`src/rtl/multi_timer_controller_pkg.sv`:
```
// Shared constants for the multi-channel timer block: bus encodings,
// register offsets, CTRL bit positions and the channel state type.
package multi_timer_controller_pkg;

  localparam int unsigned BUS_WIDTH   = 32;
  localparam int unsigned BUS_ACC_CNT = 3;
  localparam int unsigned ACC_W       = $clog2(BUS_ACC_CNT);

  localparam logic [ACC_W-1:0] ACC_BYTE = ACC_W'(0);
  localparam logic [ACC_W-1:0] ACC_HALF = ACC_W'(1);
  localparam logic [ACC_W-1:0] ACC_WORD = ACC_W'(2);

  localparam int unsigned CH_STRIDE = 16;
  localparam int unsigned IRQ_ADDR  = 32'hF0;

  localparam logic [1:0] REG_CTRL  = 2'd0;
  localparam logic [1:0] REG_COUNT = 2'd1;
  localparam logic [1:0] REG_CMP   = 2'd2;
  localparam logic [1:0] REG_STAT  = 2'd3;

  localparam int unsigned CTRL_EN       = 0;
  localparam int unsigned CTRL_PERIODIC = 1;
  localparam int unsigned CTRL_IE       = 2;
  localparam int unsigned CTRL_PSC_LSB  = 8;

  typedef enum logic [0:0] {
    CH_IDLE = 1'b0,
    CH_RUN  = 1'b1
  } ch_state_e;

endpackage

```
`src/rtl/multi_timer_controller_if.sv`:
```
// Peripheral bus port of the timer block: one-cycle req strobe, resp/fault/rdata one cycle later.
interface multi_timer_controller_if #(
  parameter int unsigned ADDR_W = 8
);
  logic [ADDR_W-1:0]                                addr;
  logic                                             w_rb;
  logic [multi_timer_controller_pkg::ACC_W-1:0]     acc;
  logic [multi_timer_controller_pkg::BUS_WIDTH-1:0] wdata;
  logic [multi_timer_controller_pkg::BUS_WIDTH-1:0] rdata;
  logic                                             req;
  logic                                             resp;
  logic                                             fault;

  modport master (
    output addr, w_rb, acc, wdata, req,
    input  rdata, resp, fault
  );

  modport slave (
    input  addr, w_rb, acc, wdata, req,
    output rdata, resp, fault
  );
endinterface

```
`src/rtl/multi_timer_controller_timer_channel.sv`:
```
// One timer channel: prescaler, 32-bit up counter, compare match,
// one-shot/periodic mode and sticky pending flag.
module timer_channel
  import multi_timer_controller_pkg::*;
#(
  parameter int unsigned PSC_W = 8
) (
  input  logic                 clk,
  input  logic                 rst,
  input  logic                 ctrl_wr,
  input  logic                 count_wr,
  input  logic                 cmp_wr,
  input  logic                 stat_w1c,
  input  logic [BUS_WIDTH-1:0] wdata,
  output logic                 en,
  output logic                 periodic,
  output logic                 ie,
  output logic [PSC_W-1:0]     prescale,
  output logic [BUS_WIDTH-1:0] count,
  output logic [BUS_WIDTH-1:0] cmp,
  output logic                 pend,
  output logic                 irq_req_c
);

  ch_state_e        state_q, state_d;
  logic [PSC_W-1:0] psc_q;
  logic             tick_c;
  logic             match_c;

  assign en        = (state_q == CH_RUN);
  assign tick_c    = en && (psc_q == prescale);
  assign match_c   = tick_c && (count == cmp);
  assign irq_req_c = pend & ie;

  always_ff @(posedge clk or posedge rst) begin
    if (rst) state_q <= CH_IDLE;
    else     state_q <= state_d;
  end

  // A CTRL write always decides EN, even in the cycle of a one-shot match.
  always_comb begin
    state_d = state_q;
    case (state_q)
      CH_IDLE: if (ctrl_wr && wdata[CTRL_EN]) state_d = CH_RUN;
      CH_RUN: begin
        if (ctrl_wr)                      state_d = wdata[CTRL_EN] ? CH_RUN : CH_IDLE;
        else if (match_c && !periodic)    state_d = CH_IDLE;
      end
      default: state_d = CH_IDLE;
    endcase
  end

  always_ff @(posedge clk or posedge rst) begin
    if (rst)                 psc_q <= '0;
    else if (!en || ctrl_wr) psc_q <= '0;
    else if (tick_c)         psc_q <= '0;
    else                     psc_q <= psc_q + PSC_W'(1);
  end

  always_ff @(posedge clk or posedge rst) begin
    if (rst) begin
      periodic <= 1'b0;
      ie       <= 1'b0;
      prescale <= '0;
    end else if (ctrl_wr) begin
      periodic <= wdata[CTRL_PERIODIC];
      ie       <= wdata[CTRL_IE];
      prescale <= wdata[CTRL_PSC_LSB +: PSC_W];
    end
  end

  // Bus writes take priority over the hardware count update.
  always_ff @(posedge clk or posedge rst) begin
    if (rst)                      count <= '0;
    else if (count_wr)            count <= wdata;
    else if (match_c && periodic) count <= '0;
    else if (tick_c && !match_c)  count <= count + BUS_WIDTH'(1);
  end

  always_ff @(posedge clk or posedge rst) begin
    if (rst)         cmp <= '0;
    else if (cmp_wr) cmp <= wdata;
  end

  // Hardware set beats a same-cycle write-1-to-clear.
  always_ff @(posedge clk or posedge rst) begin
    if (rst)                       pend <= 1'b0;
    else if (match_c)              pend <= 1'b1;
    else if (stat_w1c && wdata[0]) pend <= 1'b0;
  end

endmodule

```
`src/rtl/multi_timer_controller.sv`:
```
// N_CH independent timers behind one bus slave: decode, fault check,
// read mux, registered response and interrupt.
module multi_timer_controller
  import multi_timer_controller_pkg::*;
#(
  parameter int unsigned N_CH   = 4,
  parameter int unsigned PSC_W  = 8,
  parameter int unsigned ADDR_W = 8
) (
  input  logic                    clk,
  input  logic                    rst,
  multi_timer_controller_if.slave bus,
  output logic                    interrupt
);

  localparam int unsigned CH_SHIFT = $clog2(CH_STRIDE);
  localparam int unsigned CH_W     = ADDR_W - CH_SHIFT;

  logic [CH_W-1:0]      ch_idx_c;
  logic [1:0]           reg_off_c;
  logic                 is_irq_c;
  logic                 fault_c;
  logic                 wr_ok_c;
  logic [BUS_WIDTH-1:0] rd_val_c;

  logic [N_CH-1:0]      en_v, periodic_v, ie_v, pend_v, irq_v;
  logic [PSC_W-1:0]     prescale_v [N_CH];
  logic [BUS_WIDTH-1:0] count_v    [N_CH];
  logic [BUS_WIDTH-1:0] cmp_v      [N_CH];

  assign ch_idx_c  = bus.addr[ADDR_W-1:CH_SHIFT];
  assign reg_off_c = bus.addr[CH_SHIFT-1:2];
  assign is_irq_c  = (bus.addr == ADDR_W'(IRQ_ADDR));

  // The IRQ word lives in the slot of channel index 15, so it is exempt from the range check.
  assign fault_c = (bus.acc != ACC_WORD)
                || (bus.addr[1:0] != 2'b00)
                || (!is_irq_c && (32'(ch_idx_c) >= N_CH))
                || (is_irq_c && bus.w_rb);
  assign wr_ok_c = bus.req && bus.w_rb && !fault_c;

  for (genvar c = 0; c < N_CH; c++) begin : g_ch
    logic sel_c;
    assign sel_c = wr_ok_c && (ch_idx_c == CH_W'(c));

    timer_channel #(.PSC_W(PSC_W)) u_ch (
      .clk       (clk),
      .rst       (rst),
      .ctrl_wr   (sel_c && (reg_off_c == REG_CTRL)),
      .count_wr  (sel_c && (reg_off_c == REG_COUNT)),
      .cmp_wr    (sel_c && (reg_off_c == REG_CMP)),
      .stat_w1c  (sel_c && (reg_off_c == REG_STAT)),
      .wdata     (bus.wdata),
      .en        (en_v[c]),
      .periodic  (periodic_v[c]),
      .ie        (ie_v[c]),
      .prescale  (prescale_v[c]),
      .count     (count_v[c]),
      .cmp       (cmp_v[c]),
      .pend      (pend_v[c]),
      .irq_req_c (irq_v[c])
    );
  end

  // Read mux; unused bits and unmapped addresses read as zero.
  always_comb begin
    rd_val_c = '0;
    if (is_irq_c) begin
      rd_val_c = BUS_WIDTH'(irq_v);
    end else begin
      for (int unsigned c = 0; c < N_CH; c++) begin
        if (32'(ch_idx_c) == c) begin
          case (reg_off_c)
            REG_CTRL: begin
              rd_val_c[CTRL_EN]                    = en_v[c];
              rd_val_c[CTRL_PERIODIC]              = periodic_v[c];
              rd_val_c[CTRL_IE]                    = ie_v[c];
              rd_val_c[CTRL_PSC_LSB +: PSC_W]      = prescale_v[c];
            end
            REG_COUNT: rd_val_c = count_v[c];
            REG_CMP:   rd_val_c = cmp_v[c];
            default:   rd_val_c[0] = pend_v[c];
          endcase
        end
      end
    end
  end

  always_ff @(posedge clk or posedge rst) begin
    if (rst) begin
      bus.resp  <= 1'b0;
      bus.fault <= 1'b0;
      bus.rdata <= '0;
      interrupt <= 1'b0;
    end else begin
      bus.resp  <= bus.req;
      bus.fault <= bus.req && fault_c;
      bus.rdata <= (bus.req && !bus.w_rb && !fault_c) ? rd_val_c : '0;
      interrupt <= |irq_v;
    end
  end

endmodule

```
`src/flat_wrapper.sv`:
```
// flat-port wrapper written by rule: the top's interface ports become plain ports
module multi_timer_controller_flat import multi_timer_controller_pkg::*;
#(
  parameter int unsigned N_CH   = 4,
  parameter int unsigned PSC_W  = 8,
  parameter int unsigned ADDR_W = 8
)
  (clk, rst, interrupt, bus_addr, bus_w_rb, bus_acc, bus_wdata, bus_req, bus_rdata, bus_resp, bus_fault);
  multi_timer_controller_if #(.ADDR_W(ADDR_W)) bus_i ();
  input  logic clk;
  input  logic rst;
  output logic interrupt;
  input wire logic [$bits(bus_i.addr)-1:0] bus_addr;
  input wire logic [$bits(bus_i.w_rb)-1:0] bus_w_rb;
  input wire logic [$bits(bus_i.acc)-1:0] bus_acc;
  input wire logic [$bits(bus_i.wdata)-1:0] bus_wdata;
  input wire logic [$bits(bus_i.req)-1:0] bus_req;
  output wire logic [$bits(bus_i.rdata)-1:0] bus_rdata;
  output wire logic [$bits(bus_i.resp)-1:0] bus_resp;
  output wire logic [$bits(bus_i.fault)-1:0] bus_fault;
  assign bus_i.addr = bus_addr;
  assign bus_i.w_rb = bus_w_rb;
  assign bus_i.acc = bus_acc;
  assign bus_i.wdata = bus_wdata;
  assign bus_i.req = bus_req;
  assign bus_rdata = bus_i.rdata;
  assign bus_resp = bus_i.resp;
  assign bus_fault = bus_i.fault;
  multi_timer_controller #(.N_CH(N_CH), .PSC_W(PSC_W), .ADDR_W(ADDR_W)) u_core (.clk(clk), .rst(rst), .bus(bus_i), .interrupt(interrupt));
endmodule
```
`config.mk`:
```
export PLATFORM = sky130hd
export DESIGN_NAME = multi_timer_controller_flat
export DESIGN_NICKNAME = d
export VERILOG_FILES = /design/src/rtl/multi_timer_controller_pkg.sv /design/src/rtl/multi_timer_controller_if.sv /design/src/rtl/multi_timer_controller_timer_channel.sv /design/src/rtl/multi_timer_controller.sv /design/src/flat_wrapper.sv
export SDC_FILE = /design/constraint.sdc
export NUM_CORES = 1
export LEC_CHECK = 0
export ABC_AREA = 1
export BUFFER_PORTS_ARGS = -buffer_cell sky130_fd_sc_hd__buf_2
export CAP_MARGIN = 20
export CORE_MARGIN = 1
export CORE_UTILIZATION = 40
export CTS_CLUSTER_SIZE = 25
export DETAILED_ROUTE_END_ITERATION = 12
export PLACE_DENSITY = 0.55
export SLEW_MARGIN = 20
export SYNTH_ARGS = -nofsm -noshare
export SYNTH_HDL_FRONTEND = slang
export SYNTH_SLANG_ARGS = --single-unit
```
`constraint.sdc`:
```
create_clock -name clk -period 25.5 [get_ports clk]
set_clock_uncertainty 0.05 [all_clocks]
set_input_delay 1.275 -clock clk [delete_from_list [all_inputs] [get_ports clk]]
set_output_delay 1.275 -clock clk [all_outputs]
set_load 0.01 [all_outputs]
```
[Word-level counts from Yosys, hierarchy flattened]
Index checks and enable logic that the tools add are counted.
Storage, ports and cells
  logic and storage cells: 229
  bits in registers: 371
  bits of input ports: 46
Operators by class
  muxes and demuxes: 71
  reduce and logical (&&, ||, !) cells: 89
  $add $sub $neg: 8
  magnitude comparators: 1
  bitwise logic cells: 8
  eq/ne operators: 16
Operators by type and width (number)
  two-way mux 32 bit: 18
  adder 32 x 1 -> 32 bit, second input constant: 4
  == test 32 bit: 4
  case mux 16 bit (2 select lines): 4
  case mux 8 bit (3 select lines): 4
  two-way mux 8 bit: 8
  logical AND 1 bit: 55
  case mux 5 bit (2 select lines): 4
  adder 8 x 1 -> 8 bit, second input constant: 4
  == test 8 bit: 4
  case mux 2 bit (3 select lines): 4
  two-way mux 1 bit: 21
  logical NOT 1 bit: 15
  case mux 1 bit (3 select lines): 4
  nonzero test 3 bit: 4
  nonzero test 2 bit: 5
  == test 4 x 2 -> 1 bit, second input constant: 2
  == test 8 bit, second input constant: 1
  case mux 1 bit (2 select lines): 4
  logical OR 1 bit: 7
  AND 1 bit: 4
  == test 2 bit, second input constant: 2
  == test 4 x 1 -> 1 bit, second input constant: 1
  greater-or-equal comparator 4 x 3 -> 1 bit, second input constant: 1
  other kinds (6): 9

[Depth between registers and ports, before layout]
  depth after elaboration: 12
  depth in mapped cells: 17

[By module]
Synthesis repeated with hierarchy kept, for this count alone.
Second synthesis, totals
  cells, all modules: 4041
  area total of the unflattened synthesis: 26113.8 sq um
Modules (own cells, without submodules)
  timer_channel at u_core.g_ch[0].u_ch ...: area each 5559.1 sq um, times used 2, cells an instance 847
  timer_channel at u_core.g_ch[2].u_ch: area each 5550.3 sq um, times used 1, cells an instance 848
  timer_channel at u_core.g_ch[3].u_ch: area each 5542.8 sq um, times used 1, cells an instance 848
  multi_timer_controller: area each 3902.5 sq um, times used 1, cells an instance 651

[Least setup slack after synthesis]
OpenSTA, ideal clock, no wires.
  path type: input port to flip-flop
  from: input bus_addr[2]
  to: register u_core.g_ch[1].u_ch.count[27]
  stages on the path: 17
  setup slack: 22.304 ns
  buffers on the path: 4
  data required time: 25.333 ns
  data arrival time: 3.029 ns
  cells stage by stage: inv_1 -> ha_1 -> buf_4 -> inv_2 -> nor2_1 -> nand3_2 -> nand2_1 -> nand2_1 -> nor3_4 -> buf_6 -> nand3_2 -> buf_6 -> buf_6 -> nand3_1 -> nand2_1 -> nand2_1 -> nand2_1
On the way
  word-level cells in the longest chain between the ends: 10
Ends and longest elaborated chain
  start, declared: line flat_wrapper.sv:13  | input wire logic [$bits(bus_i.addr)-1:0] bus_addr;
  == test 8 bit: line multi_timer_controller.sv:33  | assign is_irq_c = (bus.addr == ADDR_W'(IRQ_ADDR));
  logical NOT 1 bit: line multi_timer_controller.sv:38  | || (!is_irq_c && (32'(ch_idx_c) >= N_CH))
  logical AND 1 bit: line multi_timer_controller.sv:38
  logical OR 1 bit: line multi_timer_controller.sv:38
  logical OR 1 bit: line multi_timer_controller.sv:39  | || (is_irq_c && bus.w_rb);
  logical NOT 1 bit: line multi_timer_controller.sv:40  | assign wr_ok_c = bus.req && bus.w_rb && !fault_c;
  logical AND 1 bit: line multi_timer_controller.sv:40
  logical AND 1 bit: line multi_timer_controller.sv:44  | assign sel_c = wr_ok_c && (ch_idx_c == CH_W'(c));
  logical AND 1 bit (*): line multi_timer_controller.sv:50  | .count_wr (sel_c && (reg_off_c == REG_COUNT)),
  nonzero test 3 bit (no line) or two-way mux 32 bit (tied branches)
  end signal, assigned: line multi_timer_controller_timer_channel.sv:75  | else if (count_wr) count <= wdata;
  end signal, assigned: line multi_timer_controller_timer_channel.sv:77  | else if (tick_c && !match_c) count <= count + BUS_WIDTH'(1);
  end, declared: line multi_timer_controller_timer_channel.sv:19  | output logic [BUS_WIDTH-1:0] count,
Mark *: on every way between the ends. The rest lies on a longest branch, timed or not.
A chain may end at the register's enable or synchronous reset.

[Worst setup path in the final report]
  from: input bus_addr[2]
  to: register u_core.g_ch[0].u_ch.count[18]
On the way
  word-level cells in the longest chain between the ends: 10
Ends and longest elaborated chain (line)
  == test 8 bit: multi_timer_controller.sv:33
  logical NOT 1 bit: multi_timer_controller.sv:38
  logical AND 1 bit: multi_timer_controller.sv:38
  logical OR 1 bit: multi_timer_controller.sv:38
  logical OR 1 bit: multi_timer_controller.sv:39
  logical NOT 1 bit: multi_timer_controller.sv:40
  logical AND 1 bit: multi_timer_controller.sv:40
  logical AND 1 bit: multi_timer_controller.sv:44
  logical AND 1 bit (*): multi_timer_controller.sv:50
  nonzero test 3 bit (no line) or two-way mux 32 bit (tied branches)
  end signal, assigned: multi_timer_controller_timer_channel.sv:75
  end signal, assigned: multi_timer_controller_timer_channel.sv:77
  end, declared: multi_timer_controller_timer_channel.sv:19
Marked as above.

==> impl_results.html <==
<table>
<tr><th>Metric</th><th>Value</th></tr>
<tr><th colspan="2">Timing</th></tr>
<tr><td>Shortest period the worst path allows</td><td>5460 ps</td></tr>
<tr><td>Final Max Tran Viols</td><td>0</td></tr>
<tr><td>Final setup violation count</td><td>0</td></tr>
<tr><td>Final Hold Fails</td><td>0</td></tr>
<tr><td>Worst relative slew slack</td><td>28.5%</td></tr>
<tr><td>Portion of the clock cycle consumed by the worst path in the final layout</td><td>21.4%</td></tr>
<tr><td>Transition time at the pin with the least slew margin</td><td>1070 ps</td></tr>
<tr><td>Sum Neg Setup Slack</td><td>0 ps</td></tr>
<tr><td>Highest clock frequency the design can meet</td><td>183 MHz</td></tr>
<tr><td>RSZ-0062 raised after global routing</td><td>false</td></tr>
<tr><th colspan="2">Global route</th></tr>
<tr><td>GRT Resource Usage Total</td><td>35.8%</td></tr>
<tr><td>Largest net degree at the start of global routing</td><td>138</td></tr>
<tr><td>Number of antenna violations at the first check in global routing</td><td>11</td></tr>
<tr><td>First-pass GRT wire length</td><td>167 mm</td></tr>
<tr><td>Residual overflow from global routing</td><td>0</td></tr>
<tr><td>Number of global-route vias before repair</td><td>23900</td></tr>
<tr><th colspan="2">Final layout</th></tr>
<tr><td>Multi-input logic area</td><td>13500 um^2</td></tr>
<tr><td>Design area</td><td>27700 um^2</td></tr>
<tr><td>Area growth, synth to finish</td><td>9.82%</td></tr>
<tr><td>Number of nets in the finished design</td><td>3921</td></tr>
<tr><td>Fraction of final layout cells with drive strength greater than 1</td><td>5.54%</td></tr>
<tr><td>Flip-flop and latch area</td><td>9280 um^2</td></tr>
<tr><td>Number of filler cells placed in the layout</td><td>6579</td></tr>
<tr><th colspan="2">Drt</th></tr>
<tr><td>Detailed-route DRC error count</td><td>0</td></tr>
<tr><td>Antenna Nets Post-Route</td><td>0</td></tr>
<tr><td>Total vias in the final route</td><td>26600</td></tr>
<tr><td>Average via count per standard cell</td><td>5.61</td></tr>
<tr><td>1st-pass router iterations</td><td>8</td></tr>
<tr><td>Final wirelength</td><td>114 mm</td></tr>
<tr><td>Routed wire per std cell</td><td>24.1 um</td></tr>
<tr><td>First-iteration detailed-routing DRC count</td><td>3179</td></tr>
<tr><th colspan="2">Clocking</th></tr>
<tr><td>Clock tree from TritonCTS</td><td>yes</td></tr>
<tr><td>Cts-stage hold buffer count</td><td>0</td></tr>
<tr><td>Cts repair resizes</td><td>0</td></tr>
<tr><td>Maximum buffer depth of the clock tree</td><td>3</td></tr>
<tr><td>Source-to-sink clock delay at the later pin of the worst-skew pair</td><td>620 ps</td></tr>
<tr><td>Number of buffers created by CTS</td><td>46</td></tr>
<tr><td>Count of H-tree levels built during CTS</td><td>2</td></tr>
<tr><td>Clock-pin slew of the registers on the worst-case setup and hold paths</td><td>70 ps</td></tr>
<tr><td>Sinks on Clock Net</td><td>371</td></tr>
<tr><td>Root cell of the clock tree</td><td>sky130_fd_sc_hd__clkbuf_16</td></tr>
<tr><td>Setup fix buffers added after clock tree synthesis</td><td>0</td></tr>
<tr><th colspan="2">Synth</th></tr>
<tr><td>Number of flops mapped to enable cells by yosys</td><td>0</td></tr>
<tr><td>Synth Flop Type</td><td>sky130_fd_sc_hd__dfrtp_1</td></tr>
<tr><td>Post-Syn Area</td><td>25200 um^2</td></tr>
<tr><td>Portion of the post-synthesis area used by sequential elements</td><td>36.8%</td></tr>
<tr><td>Portion of synthesized cell area occupied by the leading cell type</td><td>36.8%</td></tr>
<tr><td>Area leader, netlist</td><td>sky130_fd_sc_hd__dfrtp_1</td></tr>
<tr><td>Synth Register Bits</td><td>371</td></tr>
<tr><td>Post-synthesis average cell area</td><td>6.49 um^2</td></tr>
<tr><td>Synth top cells by count</td><td>1482 x sky130_fd_sc_hd__nand2_1, 458 x sky130_fd_sc_hd__inv_1, 371 x sky130_fd_sc_hd__dfrtp_1, 264 x sky130_fd_sc_hd__nand3_1, 253 x sky130_fd_sc_hd__nor2_1</td></tr>
<tr><td>Most frequent cell after synthesis</td><td>sky130_fd_sc_hd__nand2_1</td></tr>
<tr><td>Nets in the synthesized netlist</td><td>3951</td></tr>
<tr><td>Yosys cell types</td><td>39</td></tr>
<tr><td>Count of yosys warnings during synthesis</td><td>0</td></tr>
<tr><td>Main area contributors after synthesis</td><td>sky130_fd_sc_hd__dfrtp_1 37%, sky130_fd_sc_hd__nand2_1 22%, sky130_fd_sc_hd__inv_1 6.8%</td></tr>
<tr><td>Post-synth ARST share</td><td>100%</td></tr>
<tr><td>Number of standard cells after synthesis</td><td>3892</td></tr>
<tr><th colspan="2">Floorplanning</th></tr>
<tr><td>Chip height</td><td>253 um</td></tr>
<tr><td>Core footprint</td><td>62100 um^2</td></tr>
<tr><td>Total die area</td><td>64100 um^2</td></tr>
<tr><td>Total I/O pin count</td><td>81</td></tr>
<tr><td>Placement row count</td><td>91</td></tr>
<tr><td>Starting Density</td><td>40.7%</td></tr>
<tr><td>Die extent in x</td><td>253 um</td></tr>
<tr><th colspan="2">Worst setup path</th></tr>
<tr><td>Crit path capture type</td><td>flip-flop</td></tr>
<tr><td>Data required, critical path</td><td>25980 ps</td></tr>
<tr><td>CP Launch Type</td><td>input pin</td></tr>
<tr><td>Max Fanout on Critical Path</td><td>35</td></tr>
<tr><td>Setup CP Type</td><td>in -&gt; reg</td></tr>
<tr><td>Signal arrival time at the worst endpoint</td><td>5940 ps</td></tr>
<tr><th colspan="2">Run status</th></tr>
<tr><td>Run status</td><td>finished, final reports clean</td></tr>
<tr><th colspan="2">Place</th></tr>
<tr><td>Number of buffers inserted by port buffering</td><td>80</td></tr>
<tr><td>Routability Congestion</td><td>1.02</td></tr>
<tr><td>Post-DP HPWL</td><td>82.0 mm</td></tr>
<tr><td>Cell Area, Placed</td><td>26200 um^2</td></tr>
<tr><th colspan="2">Job</th></tr>
<tr><td>Max-cap violations</td><td>0</td></tr>
<tr><th colspan="2">Power</th></tr>
<tr><td>Worst-case vdd ir drop</td><td>52.6 uV</td></tr>
<tr><td>Leakage power figure</td><td>13.7 nW</td></tr>
<tr><td>Power density over the cells</td><td>49.7 nW/um^2</td></tr>
<tr><th colspan="2">Worst hold path</th></tr>
<tr><td>Hold Crit Class</td><td>reg -&gt; reg</td></tr>
</table>
## power breakdown
group	switching [mW]	total, mW	internal, mW
registers	0.00219	0.592	0.590
logic	0.0796	0.0926	0.0129
clock network	0.295	0.694	0.399
## critical path: stages
cell	delay (ps)
sky130_fd_sc_hd__buf_2	150
sky130_fd_sc_hd__inv_1	90
sky130_fd_sc_hd__ha_1	140
sky130_fd_sc_hd__buf_4	370
sky130_fd_sc_hd__inv_2	280
sky130_fd_sc_hd__nor2_1	200
sky130_fd_sc_hd__nand3_2	170
sky130_fd_sc_hd__nand2_1	100
sky130_fd_sc_hd__nand2_1	120
sky130_fd_sc_hd__nor3_4	870
sky130_fd_sc_hd__nand3_2	910
sky130_fd_sc_hd__buf_4	550
sky130_fd_sc_hd__nand3_1	130
sky130_fd_sc_hd__buf_4	340
sky130_fd_sc_hd__nand2_1	100
sky130_fd_sc_hd__nand2_1	70
## sequential cells by signal, indices dropped and copies added, names as in the netlist, 4 cells and up
name                       cells
u_core.g_ch.u_ch.ie            4
u_core.g_ch.u_ch.psc_q        32
u_core.g_ch.u_ch.cmp         128
u_core.g_ch.u_ch.prescale     32
u_core.g_ch.u_ch.pend          4
u_core.g_ch.u_ch.periodic      4
u_core.g_ch.u_ch.en            4
u_core.bus.rdata              32
u_core.g_ch.u_ch.count       128
## per-layer routing
metal	GRT usage (%)	up-vias	part of all wire [%]
li1	-	12500	-
met1	51.1	12500	43
met2	50.2	1324	41
met3	8.40	222	11
met4	17.0	10	5.3
met5	0	-	0.052
## cell families after synthesis
family	share of synthesized area (%)
xor gates and xnor gates	4.47
and+or+nand+nor	37.7
AOI/OAI and AO/OA	10.4
buffers and inverters	10.0
DFF	36.8
adders and majority gates	0.644
## final cells by class
| class | instances | area share (%) |
|---|---|---|
| Multi-Input combinational cell | 2870 | 48.6 |
| Sequential cell | 371 | 33.5 |
| Inverter | 461 | 6.27 |
| Clock buffer | 53 | 4.32 |
| Tap cell | 837 | 3.78 |
| Timing Repair Buffer | 112 | 2.36 |
| Clock inverter | 30 | 1.22 |
| Antenna cell | 1 | 0.00902 |
## final timing paths
kind                                                        startpoint                                           to  slack [ps]  cells past startpoint
max                                                        bus_addr[2]    u_core.g_ch[0].u_ch.count[18]$_DFFE_PP0P_       20040                     16
min                        u_core.g_ch[1].u_ch.prescale[3]$_DFFE_PP0P_  u_core.g_ch[1].u_ch.prescale[3]$_DFFE_PP0P_         440                      2
max reg2reg                   u_core.g_ch[1].u_ch.count[0]$_DFFE_PP0P_    u_core.g_ch[1].u_ch.count[22]$_DFFE_PP0P_       21990                     10
min reg2reg                u_core.g_ch[1].u_ch.prescale[3]$_DFFE_PP0P_  u_core.g_ch[1].u_ch.prescale[3]$_DFFE_PP0P_         440                      2
max in group asynchronous                                          rst     u_core.g_ch[3].u_ch.count[1]$_DFFE_PP0P_       22480                      4
min in group asynchronous                                          rst       u_core.g_ch[0].u_ch.psc_q[4]$_DFF_PP0_         780                      2
## cells in the final DEF (no fill, tap or decap), types with 46 or more instances in the layout
cell type and n:
sky130_fd_sc_hd__a21oi_1 60, sky130_fd_sc_hd__nand4_1 174, sky130_fd_sc_hd__buf_2 80, sky130_fd_sc_hd__nand3_1 259
sky130_fd_sc_hd__o21ai_0 245, sky130_fd_sc_hd__dfrtp_1 371, sky130_fd_sc_hd__nand2_1 1482, sky130_fd_sc_hd__nor3_1 74
sky130_fd_sc_hd__nor2_1 253, sky130_fd_sc_hd__clkbuf_16 46, sky130_fd_sc_hd__o22ai_1 46, sky130_fd_sc_hd__xor2_1 83
sky130_fd_sc_hd__inv_1 453, sky130_fd_sc_hd__xnor2_1 46
## metrics by stage
stage / worst slack [ps] / utilization (%) / power [mW] / cells / hold slack [ps]
6_report: 20040 / 44.7 / 1.38 / 4735 / 437
5_1_grt: 19790 / 44.7 / 1.41 / 4734 / 475
4_1_cts: 19990 / 44.7 / 1.38 / 4734 / 443
3_5_place_dp: 19390 / 42.2 / 0.693 / 4651 / 428
3_3_place_gp: 19530 / 42.2 / 0.693 / 4651 / 423
2_1_floorplan: 13870 / - / 0.641 / 3892 / 403
No activity file was read; power rests on OpenSTA's default activity.
